File: src/rtl/zjh_down_counter.sv
// zjh_down_counter: programmable-modulus synchronous down-counter.
// Counts MODULUS-1 down to 0 and wraps. Supports parallel load with range
// checking and count-enable gating. The combinational borrow C feeds the CET
// input of the next stage to build wider cascades.
module zjh_down_counter #(
  parameter int WIDTH   = 4,
  parameter int MODULUS = 14
) (
  input  logic             Clk,
  input  logic             MR,
  input  logic             CEP,
  input  logic             CET,
  input  logic             LD,
  input  logic [WIDTH-1:0] D,
  output logic [WIDTH-1:0] Q,
  output logic             C,
  output logic             Zero,
  output logic             LdErr
);

  // The modulus is held one bit wider than the count so that MODULUS = 2^WIDTH
  // can be represented. Range checks are then plain unsigned compares.
  localparam logic [WIDTH:0]   MOD_EXT = (WIDTH+1)'(MODULUS);
  localparam logic [WIDTH-1:0] TOP     = WIDTH'(MODULUS - 1);

  logic [WIDTH-1:0] q_next;
  logic             zero_next;
  logic             lderr_next;

  // Next-state selection. At each edge, load takes priority over count, and
  // count takes priority over hold.
  always_comb begin
    // NOTE: every signal gets a default before any branch so no path leaves it
    // unassigned; otherwise synthesis infers a latch.
    q_next     = Q;
    zero_next  = 1'b0;
    lderr_next = 1'b0;
    if (LD) begin
      if ({1'b0, D} >= MOD_EXT) begin
        q_next     = TOP;
        lderr_next = 1'b1;
      end else begin
        q_next = D;
      end
      zero_next = (q_next == '0);
    end else if (CEP && CET) begin
      if ({1'b0, Q} >= MOD_EXT) begin
        // Out-of-range state is unreachable. It recovers to the top of the range.
        q_next = TOP;
      end else if (Q == '0) begin
        q_next    = TOP;
        zero_next = 1'b1;
      end else begin
        q_next = Q - WIDTH'(1);
      end
    end
  end

  // Counter and flag registers. MR clears them asynchronously to the reset state.
  always_ff @(posedge Clk or posedge MR) begin
    // NOTE: sequential state uses non-blocking assignments so that every register
    // samples values from before the edge, whatever the statement order is.
    if (MR) begin
      Q     <= TOP;
      Zero  <= 1'b0;
      LdErr <= 1'b0;
    end else begin
      Q     <= q_next;
      Zero  <= zero_next;
      LdErr <= lderr_next;
    end
  end

  // Borrow or terminal count. It is combinational so that a cascaded stage sees
  // it in the same cycle.
  assign C = (Q == '0) && CET;

endmodule

File: config.mk
export PLATFORM = sky130hd
export DESIGN_NAME = zjh_down_counter
export DESIGN_NICKNAME = d
export VERILOG_FILES = /design/src/rtl/zjh_down_counter.sv
export SDC_FILE = /design/constraint.sdc
export NUM_CORES = 1
export LEC_CHECK = 0
export CELL_PAD_IN_SITES_DETAIL_PLACEMENT = 0
export CELL_PAD_IN_SITES_GLOBAL_PLACEMENT = 2
export CORE_UTILIZATION = 18
export DETAILED_ROUTE_END_ITERATION = 6
export PLACE_DENSITY = 0.69
export SETUP_SLACK_MARGIN = 0.5
export SYNTH_ARGS = -nofsm -noshare
export SYNTH_HDL_FRONTEND = slang
export SYNTH_SLANG_ARGS = --single-unit
File: constraint.sdc
create_clock -name Clk -period 1.3 [get_ports Clk]
set_clock_uncertainty 0.2 [all_clocks]
set_input_delay 0.195 -clock Clk [delete_from_list [all_inputs] [get_ports Clk]]
set_output_delay 0.195 -clock Clk [all_outputs]
set_load 0.05 [all_outputs]
==> results of run 1 <==
## through the flow
step / area (sq um) / total power, mW / std cells
global route: 883 / 0.882 / 103
detailed placement: 728 / 0.564 / 92
CTS: 818 / 0.803 / 101
global placement: 728 / 0.560 / 92
floorplan: 392 / 0.378 / 41
finish: 883 / 0.837 / 103
## synthesized netlist by cell type, drive strengths merged, types with 2 or more instances
cell type / n
o31ai: 2
nand2: 8
dfstp: 3
nor3: 2
nand3: 3
o21ai: 2
dfrtp: 3
## registers in the layout, indices dropped and copies added, names as in the netlist
| register | count |
|---|---|
| Zero | 1 |
| Q | 4 |
| LdErr | 1 |
## final cells by class
cell class,instances,share of cell area (%)
Timing Repair Buffer,35,47.6
Sequential cell,6,18.7
Multi-Input combinational cell,32,26.8
Inverter,1,0.425
Tap cell,25,3.54
Clock buffer,4,2.97
## cell usage in the layout (no fill, tap or decap)
cell type	n
nand3_2	1
clkdlybuf4s15_1	2
and2_1	1
o21ai_0	1
clkbuf_4	3
clkdlybuf4s50_1	4
and3_4	1
a21oi_1	1
o41ai_2	1
nor4_1	1
buf_6	10
dlygate4sd2_1	1
a31oi_1	1
nor3_4	1
o211a_1	1
xnor2_1	1
buf_4	9
dfrtp_2	3
a21boi_1	1
dfstp_2	1
nand2_2	1
dfstp_4	2
o22ai_2	1
clkdlybuf4s15_2	1
nand2b_1	1
o31ai_1	2
nor2_1	1
nor3_2	1
nand2_1	7
and4bb_1	1
buf_12	8
nand3_1	2
nor2b_4	1
clkbuf_1	1
inv_1	1
o21ai_1	1
nand4_1	1
## worst max-delay path, stage by stage (launching register included)
cell     delay (ps)
dfstp_4         480
buf_12          130
nor3_4          190
buf_12          160
## repair_timing
action	4_1_cts	5_1_grt
setup buffers	5	2
gates cloned	0	0
gates resized for setup	15	12
hold endpoints to repair	3	3
pin swaps	7	3
setup endpoints to repair	13	12
## metal layers
layer | vias up | global-route usage (%) | wire length (um) | share of wire [%]
met3 | 2 | 5.88 | 75 | 6.3
met1 | 214 | 14.6 | 515 | 43
met5 | - | 0 | 0 | 0
met2 | 13 | 21.9 | 592 | 50
met4 | 0 | 3.53 | 4 | 0.34
li1 | 227 | - | - | -
## worst paths after layout
check,startpoint,end,slack (ps),cells past startpoint
max,Q[3],C,-300,3
min,MR,LdErr,-30,2
max reg2reg,Q[0],Q[1],-180,5
min reg2reg,Q[2],Q[0],530,3
max in group asynchronous,MR,Q[2],670,2
min in group Clk,D[2],Zero,160,4
## power by group
| group | internal (mW) | total, mW | switching (mW) |
|---|---|---|---|
| Combinational | 0.230 | 0.407 | 0.177 |
| Sequential | 0.217 | 0.236 | 0.0192 |
| Clock | 0.117 | 0.193 | 0.0764 |
| Total | 0.564 | 0.837 | 0.272 |
## kinds of logic (layout without fill, tap and decap cells)
family	count (synthesis)	after routing
and+or+nand+nor	21	21
AOI/OAI and AO/OA	10	10
DFF	6	6
buffers and inverters	3	40
xor gates and xnor gates	1	1
==> run metrics, run 1 <==
status finished, violations left; failing checks negative hold slack, negative setup slack; maximum number of pins on one net before global-route repair 12; number of rows created at floorplan 15; cell area after technology mapping 355 sq um; width of the die around 46 um; total gr overflow 0; area added between synthesis and finish 149%; cell at the root of the clock tree clkbuf_4; flops & latches, synth 6; clock transition time at the flip-flop clock pins of the worst setup and hold paths 50 ps; wire length of the first global-routing pass ~1.9 mm; post-synthesis instance total just over 40; simple-gate area share of the yosys netlist between 30 and 40%; share of synthesized registers carrying an async set or reset 100%; antenna violations before repair 0; count of inserted antenna diode cells 0; largest cells by area after synthesis dfstp_2 22%, dfrtp_1 21%, nand2_1 8.5%, nand3_1 4.2%, o31ai_1 4.2%; Setup WS pre-CTS -255 ps; Final setup violation count 10; register area around 170 sq um; placeable core area about 1800 sq um; gp weighted congestion just under 0.7; WL/cell around 12 um; ratio of routed vias to standard cells ~4.4; final total negative setup slack -1740 ps; Mean Syn Cell Area ~8.7 sq um; path class of the lowest-slack min-delay path input port to async pin; maximum resistive drop on vdd about 0.00056 V; fraction of the mapped netlist area in compound gates between 10% and 20%; Synthesized Nets 50; worst slew margin relative to its limit 83.9%; number of buffers added by the clock tree synthesis step 3; number of buffers added on ports 15; final hold violations 3; setup slack after layout -299 ps; number of top-level pins 16; number of clock sinks 6; unrepaired setup endpoints after global routing true; number of buffers between clock root and the deepest sink 2; wire length after detailed routing approximately 1.2 mm; fill count between 150 and 200; number of synthesis warnings 0; Synth area leader dfstp_2; cell area power density between 900 and 1000 nW/um^2; initial drt markers 6; timing-limited maximum frequency between 600 and 700 MHz; CTS tree done; Fin Hold WS -28.9 ps; dominant combinational cell family by area after synthesis simple AND/OR/NAND/NOR gates; count of nets left with antenna violations after detail routing 0; post-synth top area share 22.2%; clock network latency to the later pin of the worst-skew pair about 250 ps; Final Core Density 49.5%; total area of multi-input combinational cells between 200 and 250 sq um; actual slew at the worst max-slew pin ~240 ps; number of search-and-repair iterations in the first detailed-routing pass 2; maxcap violations 0; layout cell share with drive strength beyond 1 57.7%; Setup CP Type flip-flop to primary output; detailed placement HPWL roughly 840 um; overall via count from detail_route roughly 460; H-tree lvl count 1; Synth Area in XOR/XNOR under 10%; required time of the critical path about 900 ps; final slew viol count 0; CP Data Arrival Time about 1200 ps; fin crit share 123%; multiplexer fraction of the synthesized cell area 0%; number of distinct library cell variants in the gate-level netlist after synthesis 26; synthesized-area fraction occupied by adder cells 0%; dominant synthesized flop cell dfstp_2; Worst Setup Start Kind flip-flop; number of synthesized flops with an enable pin 0; overall die height 46.4 um; time the worst path needs with I/O delays and setup around 1600 ps; worst-path fanout max 4; initial core utilization between 10% and 20%; number of global-route vias before repair 429; type of destination of the critical path primary output; leakage power summed over all cells about 0.39 nW; full die area between 2000 and 2500 sq um; sequential cell area fraction in the yosys report about 43%; Overall Global Routing Usage around an eighth; drc violations 0; final net count 88
(Power assumes the default switching activity.)
==> run 2, diff against run 1 <==
--- a/config.mk
+++ b/config.mk
@@ -7,9 +7,9 @@
 export LEC_CHECK = 0
 export CELL_PAD_IN_SITES_DETAIL_PLACEMENT = 0
 export CELL_PAD_IN_SITES_GLOBAL_PLACEMENT = 2
-export CORE_UTILIZATION = 18
+export CORE_UTILIZATION = 22
 export DETAILED_ROUTE_END_ITERATION = 6
-export PLACE_DENSITY = 0.69
+export PLACE_DENSITY = 0.79
 export SETUP_SLACK_MARGIN = 0.5
 export SYNTH_ARGS = -nofsm -noshare
 export SYNTH_HDL_FRONTEND = slang
==> constraint.sdc (replaced) <==
create_clock -name Clk -period 2.02 [get_ports Clk]
set_clock_uncertainty 0.2 [all_clocks]
set_input_delay 0.303 -clock Clk [delete_from_list [all_inputs] [get_ports Clk]]
set_output_delay 0.303 -clock Clk [all_outputs]
set_load 0.05 [all_outputs]
==> run metrics, run 2 (synthesis gave the netlist of run 1 again) <==
timing-limited maximum frequency between 600 and 700 MHz; WL/cell 11.1 um (-3.7%); fin crit share roughly four fifths; CTS tree done; final slew viol count 0 (unchanged); startpoint of the lowest-slack register-to-register path Q[2]; placeable core area 1510 sq um (-16%); path class of the lowest-slack min-delay path input port to async pin; worst slew margin relative to its limit 78.6% (-5.3 points); Placed Instance Area 547 sq um (-25%); WP depth 4 (+1); number of search-and-repair iterations in the first detailed-routing pass 4 (+2); area added between synthesis and finish 70.8%; count of nets left with antenna violations after detail routing 0 (unchanged); width of the die 42.2 um (-9.1%); switching portion of total power 34.0% (+1.5 points); initial core utilization 23.6% (+3.7 points); Crit Reg-Reg Endpoint Q[1]; initial drt markers 6 (unchanged); clock network latency to the later pin of the worst-skew pair 240 ps (about the same); portion of total power attributed to sequential cells 35.6% (+7.4 points); required time of the critical path 1520 ps (+620 ps); leakage power summed over all cells 0.267 nW (-31%); maxcap violations 0 (unchanged); max FFs per register 4 (unchanged); number of global-route vias before repair 380 (-11%); Non-Filler Cell Area, Final 607 sq um (-31%); slowest cell on the critical path dfrtp_2; maximum number of pins on one net before global-route repair 12 (unchanged); number of buffers between clock root and the deepest sink 2 (unchanged); H-tree lvl count 1 (unchanged); detailed placement HPWL 636 um (-25%); r2r setup slk 570 ps (+750 ps); Critical Path, Cell by Cell nor2_2, nand2_2, nor3_4, buf_12; count of inserted antenna diode cells 0 (unchanged); share of power burned in the clock network 27.8% (+4.7 points); Final Core Density 40.3% (-9.3 points); final total negative setup slack 0 ps (+1740 ps); overall die height 42.2 um (-9.1%); Largest regs Q (4), LdErr (1), Zero (1); Biggest register Q; CP Data Arrival Time 1100 ps (-100 ps); final net count 72 (-18%); antenna violations before repair 0 (unchanged); switching power 0.145 mW (-47%); number of buffers added by the clock tree synthesis step 3 (unchanged); maximum cell stage delay along the critical path 400 ps (-80 ps); combinational share of power 36.6% (-12 points); cell at the root of the clock tree clkbuf_4; sum of buffers and inverters on the critical path 1 (-1); Top delay family on crit path flip-flops; unrepaired setup endpoints after global routing true; Int Pwr 0.281 mW (-50%); layout cell share with drive strength beyond 1 35.5% (-22 points); wire length of the first global-routing pass 1.51 mm (-19%); number of cell instances on the worst register-to-register path 4 (-1); maximum resistive drop on vdd 0.000212 V (-62%); Worst Setup Start Kind flip-flop; Fin Hold WS 64.4 ps (+93.2 ps); status finished clean; Setup WS pre-CTS 289 ps (+544 ps); Final setup violation count 0 (-10); most used cells in the layout excluding fill and tap cells 7 x nand2_1, 7 x clkdlybuf4s50_1, 6 x buf_4; total gr overflow 0 (unchanged); final hold violations 0 (-3); full die area 1780 sq um (-17%); overall via count from detail_route 369 (-19%); drc violations 0 (unchanged); actual slew at the worst max-slew pin 319 ps (+80.4 ps); cell area power density 702 nW/um^2 (-26%); ratio of routed vias to standard cells 4.73 (+6.9%); time the worst path needs with I/O delays and setup between 1500 and 2000 ps; worst-path fanout max 2 (-2); setup slack after layout 413 ps (+711 ps); number of clock sinks 6 (unchanged); number of top-level pins 16 (unchanged); Setup CP Type flip-flop to primary output; wire length after detailed routing 866 um (-27%); gp weighted congestion 0.691 (+0.58%); clock transition time at the flip-flop clock pins of the worst setup and hold paths 50 ps (about the same); number of buffers added on ports 15 (unchanged); Overall Global Routing Usage 11.3% (-1.7 points); number of rows created at floorplan 14 (-1); type of destination of the critical path primary output
run 2: changes by cell type in the layout (fill, tap and decap cells not counted), moves of 2 or more:
cell | before | now
buf_6 | 10 | 1
buf_12 | 8 | 2
buf_4 | 9 | 6
dfrtp_2 | 3 | 1
dfstp_2 | 1 | 3
dfstp_4 | 2 | 0
clkdlybuf4s50_1 | 4 | 7
clkdlybuf4s15_1 | 2 | 0
dfrtp_1 | 0 | 2
run 2: per-layer routing:
layer / wire length, um / GRT usage, % / part of all wire (%)
met5: 0 / 0 / 0
met4: 0 / 11.3 / 0
met3: 43 / 1.29 / 5.0
met2: 474 / 17.8 / 55
met1: 347 / 12.9 / 40
run 2: cell type report:
type | instances | area (sq um)
clock buffers | 4 | 26.3
fillers | 153 | 900
inverters | 1 | 3.75
multi-input cells | 32 | 210
flip-flops and latches | 6 | 155
well taps | 16 | 20.0
repair buffers | 19 | 191
run 2: worst max path at each step:
stage / endpoint / from
after floorplan: C / Q[1]
after detailed placement: C / CET
final: C / Q[1]
after global routing: C / Q[1]
after global placement: C / CET
after CTS: C / Q[1]
run 2: timing repair:
item,in CTS,in global routing
cloned,0,0
hold buffers,0,0
resized for setup,8,4
buffers inserted,3,0
pin swaps,1,0
setup endpoints to repair,6,6
run 2: worst register-to-register path: stages (launching register included):
cell and delay [ps]:
dfstp_2 590, buf_4 170, o211a_1 140, o22ai_1 70
o31ai_1 180
run 2: metrics by stage:
stage / cells / power [mW]
after floorplan: 41 / 0.238
after global placement: 71 / 0.294
after detailed placement: 71 / 0.295
after CTS: 78 / 0.432
after global routing: 78 / 0.456
final: 78 / 0.426
run 2: power groups by stage:
stage	registers, mW	clock network (mW)	logic [mW]
finish	0.152	0.118	0.156
global route	0.153	0.137	0.167
CTS	0.153	0.125	0.154
detailed placement	0.163	0	0.131
global placement	0.163	0	0.131
floorplan	0.189	0	0.0488
==> run 3, diff against run 2 <==
--- a/config.mk
+++ b/config.mk
@@ -7,9 +7,9 @@
 export LEC_CHECK = 0
 export CELL_PAD_IN_SITES_DETAIL_PLACEMENT = 0
 export CELL_PAD_IN_SITES_GLOBAL_PLACEMENT = 2
-export CORE_UTILIZATION = 22
+export CORE_UTILIZATION = 20
 export DETAILED_ROUTE_END_ITERATION = 6
-export PLACE_DENSITY = 0.79
+export PLACE_DENSITY = 0.73
 export SETUP_SLACK_MARGIN = 0.5
 export SYNTH_ARGS = -nofsm -noshare
 export SYNTH_HDL_FRONTEND = slang
==> constraint.sdc (replaced) <==
create_clock -name Clk -period 1.5 [get_ports Clk]
set_clock_uncertainty 0.2 [all_clocks]
set_input_delay 0.225 -clock Clk [delete_from_list [all_inputs] [get_ports Clk]]
set_output_delay 0.225 -clock Clk [all_outputs]
set_load 0.05 [all_outputs]
==> run metrics, run 3 (synthesis gave the netlist of run 1 again) <==
status finished, violations left; failing checks negative hold slack, negative setup slack; initial core utilization 22.5% (-1.0 points); ratio of routed vias to standard cells 4.71 (-0.38%); count of nets left with antenna violations after detail routing 0 (unchanged); number of global-route vias before repair 396 (+4.2%); leakage power summed over all cells 0.334 nW (+25%); Setup CP Type flip-flop to primary output; number of buffers added on ports 15 (unchanged); worst-path fanout max 2 (unchanged); wire length of the first global-routing pass 1.70 mm (+12%); CTS tree done; Fin Hold WS -11.0 ps (-75.4 ps); Overall Global Routing Usage 12.0% (+0.67 points); overall via count from detail_route 410 (+11%); combinational share of power 42.3% (+5.7 points); post-layout power 0.641 mW (+50%); most used routing layer met2; total area of multi-input combinational cells 221 sq um (+5.4%); wire length after detailed routing 1.07 mm (+24%); maxcap violations 0 (unchanged); path class of the lowest-slack min-delay path input port to async pin; count of inserted antenna diode cells 0 (unchanged); share of power burned in the clock network 24.3% (-3.5 points); Biggest register Q; number of search-and-repair iterations in the first detailed-routing pass 5 (+1); hold buffers post-CTS 0 (unchanged); gp weighted congestion 0.694 (+0.35%); clock network latency to the later pin of the worst-skew pair 240 ps (about the same); number of clock sinks 6 (unchanged); setup slack after layout -115 ps (-528 ps); most used cells in the layout excluding fill and tap cells 13 x buf_4, 7 x nand2_1, 7 x buf_12, 4 x clkdlybuf4s50_1, 4 x dlygate4sd2_1; final slew viol count 0 (unchanged); time the worst path needs with I/O delays and setup about 1600 ps; worst slew margin relative to its limit 82.3% (+3.7 points); actual slew at the worst max-slew pin 265 ps (-54.4 ps); final net count 81 (+13%); layout cell share with drive strength beyond 1 47.9% (+12 points); switching power 0.211 mW (+45%); clock transition time at the flip-flop clock pins of the worst setup and hold paths 50 ps (about the same); required time of the critical path 1070 ps (-450 ps); number of top-level pins 16 (unchanged); Worst Setup Start Kind flip-flop; full die area 1950 sq um (+9.5%); initial drt markers 11 (+5); register area 165 sq um (+6.5%); H-tree lvl count 1 (unchanged); cell area power density 855 nW/um^2 (+22%); overall die height 44.2 um (+4.6%); maximum number of pins on one net before global-route repair 10 (-2); GR Util met1 14.9% (+2.0 points); fin crit share 108%; unrepaired setup endpoints after global routing true; area added between synthesis and finish 111%; switching portion of total power 32.9% (-1.1 points); max FFs per register 4 (unchanged); timing-limited maximum frequency 619 MHz; drc violations 0 (unchanged); number of buffers added by the clock tree synthesis step 3 (unchanged); cell at the root of the clock tree clkbuf_4; Largest regs Q (4), LdErr (1), Zero (1); fill count 157 (+2.6%); most common cell after layout, fill and taps aside buf_4; final hold violations 2 (+2); maximum resistive drop on vdd 0.000351 V (+66%); total gr overflow 0 (unchanged); Final setup violation count 4 (+4); portion of total power attributed to sequential cells 33.4% (-2.2 points); number of rows created at floorplan 14 (unchanged); final total negative setup slack -210 ps (-210 ps); width of the die 44.2 um (+4.6%); placeable core area 1580 sq um (+4.7%); number of buffers between clock root and the deepest sink 2 (unchanged); met3 track demand over resource 1.22% (-0.069 points); CP Data Arrival Time 1190 ps (+90 ps); type of destination of the critical path primary output; grt met2 use 20.9% (+3.0 points); WL/cell 12.3 um (+11%); Int Pwr 0.430 mW (+53%); antenna violations before repair 0 (unchanged); detailed placement HPWL 769 um (+21%)
[run 3: final cells by class]
cell class | count | share of cell area, %
Multi-Input combinational cell | 32 | 29.5
Inverter | 1 | 0.501
Clock buffer | 4 | 3.51
Timing Repair Buffer | 28 | 41.7
Sequential cell | 6 | 22.0
Tap cell | 16 | 2.67
[run 3: worst max-delay path: stages, from the launching register on]
cell     delay (ps)
dfstp_4         470
nor2_4           80
nand2_2          60
nor3_4          190
buf_12          160
[run 3: repair_timing]
action                                 in CTS  in global routing
pin swaps                                   7                  1
gates resized for setup                     7                  3
setup endpoints to repair                  13                 12
endpoints found under the hold margin       0                  0
gates cloned                                0                  0
setup buffers                               4                  1
[run 3: metal layers]
metal / up-vias / share of wire [%]
met1: 190 / 43
met2: 8 / 55
li1: 212 / -
met3: 0 / 2.1
met4: 0 / 0
met5: - / 0
[run 3: power by group through the flow]
stage / registers [mW] / clock network [mW] / logic, mW
finish: 0.214 / 0.156 / 0.271
CTS: 0.213 / 0.159 / 0.259
global route: 0.216 / 0.173 / 0.287
global placement: 0.224 / 0 / 0.229
floorplan: 0.260 / 0 / 0.0659
detailed placement: 0.225 / 0 / 0.228
[run 3: worst paths after layout]
check,endpoint,startpoint,slack (ps),cells after the start
worst max register to register,Q[2],Q[1],-30,5
worst min-delay path,Q[1],MR,-10,2
max in group asynchronous,Q[2],MR,850,2
worst min register to register,Q[2],Q[2],550,3
min in group Clk,Q[3],D[3],210,3
worst max-delay path,C,Q[0],-120,4
[run 3: metrics by stage]
step / hold WS [ps] / instance area (sq um) / setup slack (ps) / util [%] / cells
floorplan: -186 / 382 / -118 / - / 41
global placement: 251 / 667 / -91.6 / 42.3 / 78
detailed placement: 261 / 667 / -106 / 42.3 / 78
CTS: 1.78 / 728 / -156 / 46.2 / 86
global route: 21.0 / 749 / -162 / 47.5 / 87
finish: -11.0 / 749 / -115 / 47.5 / 87
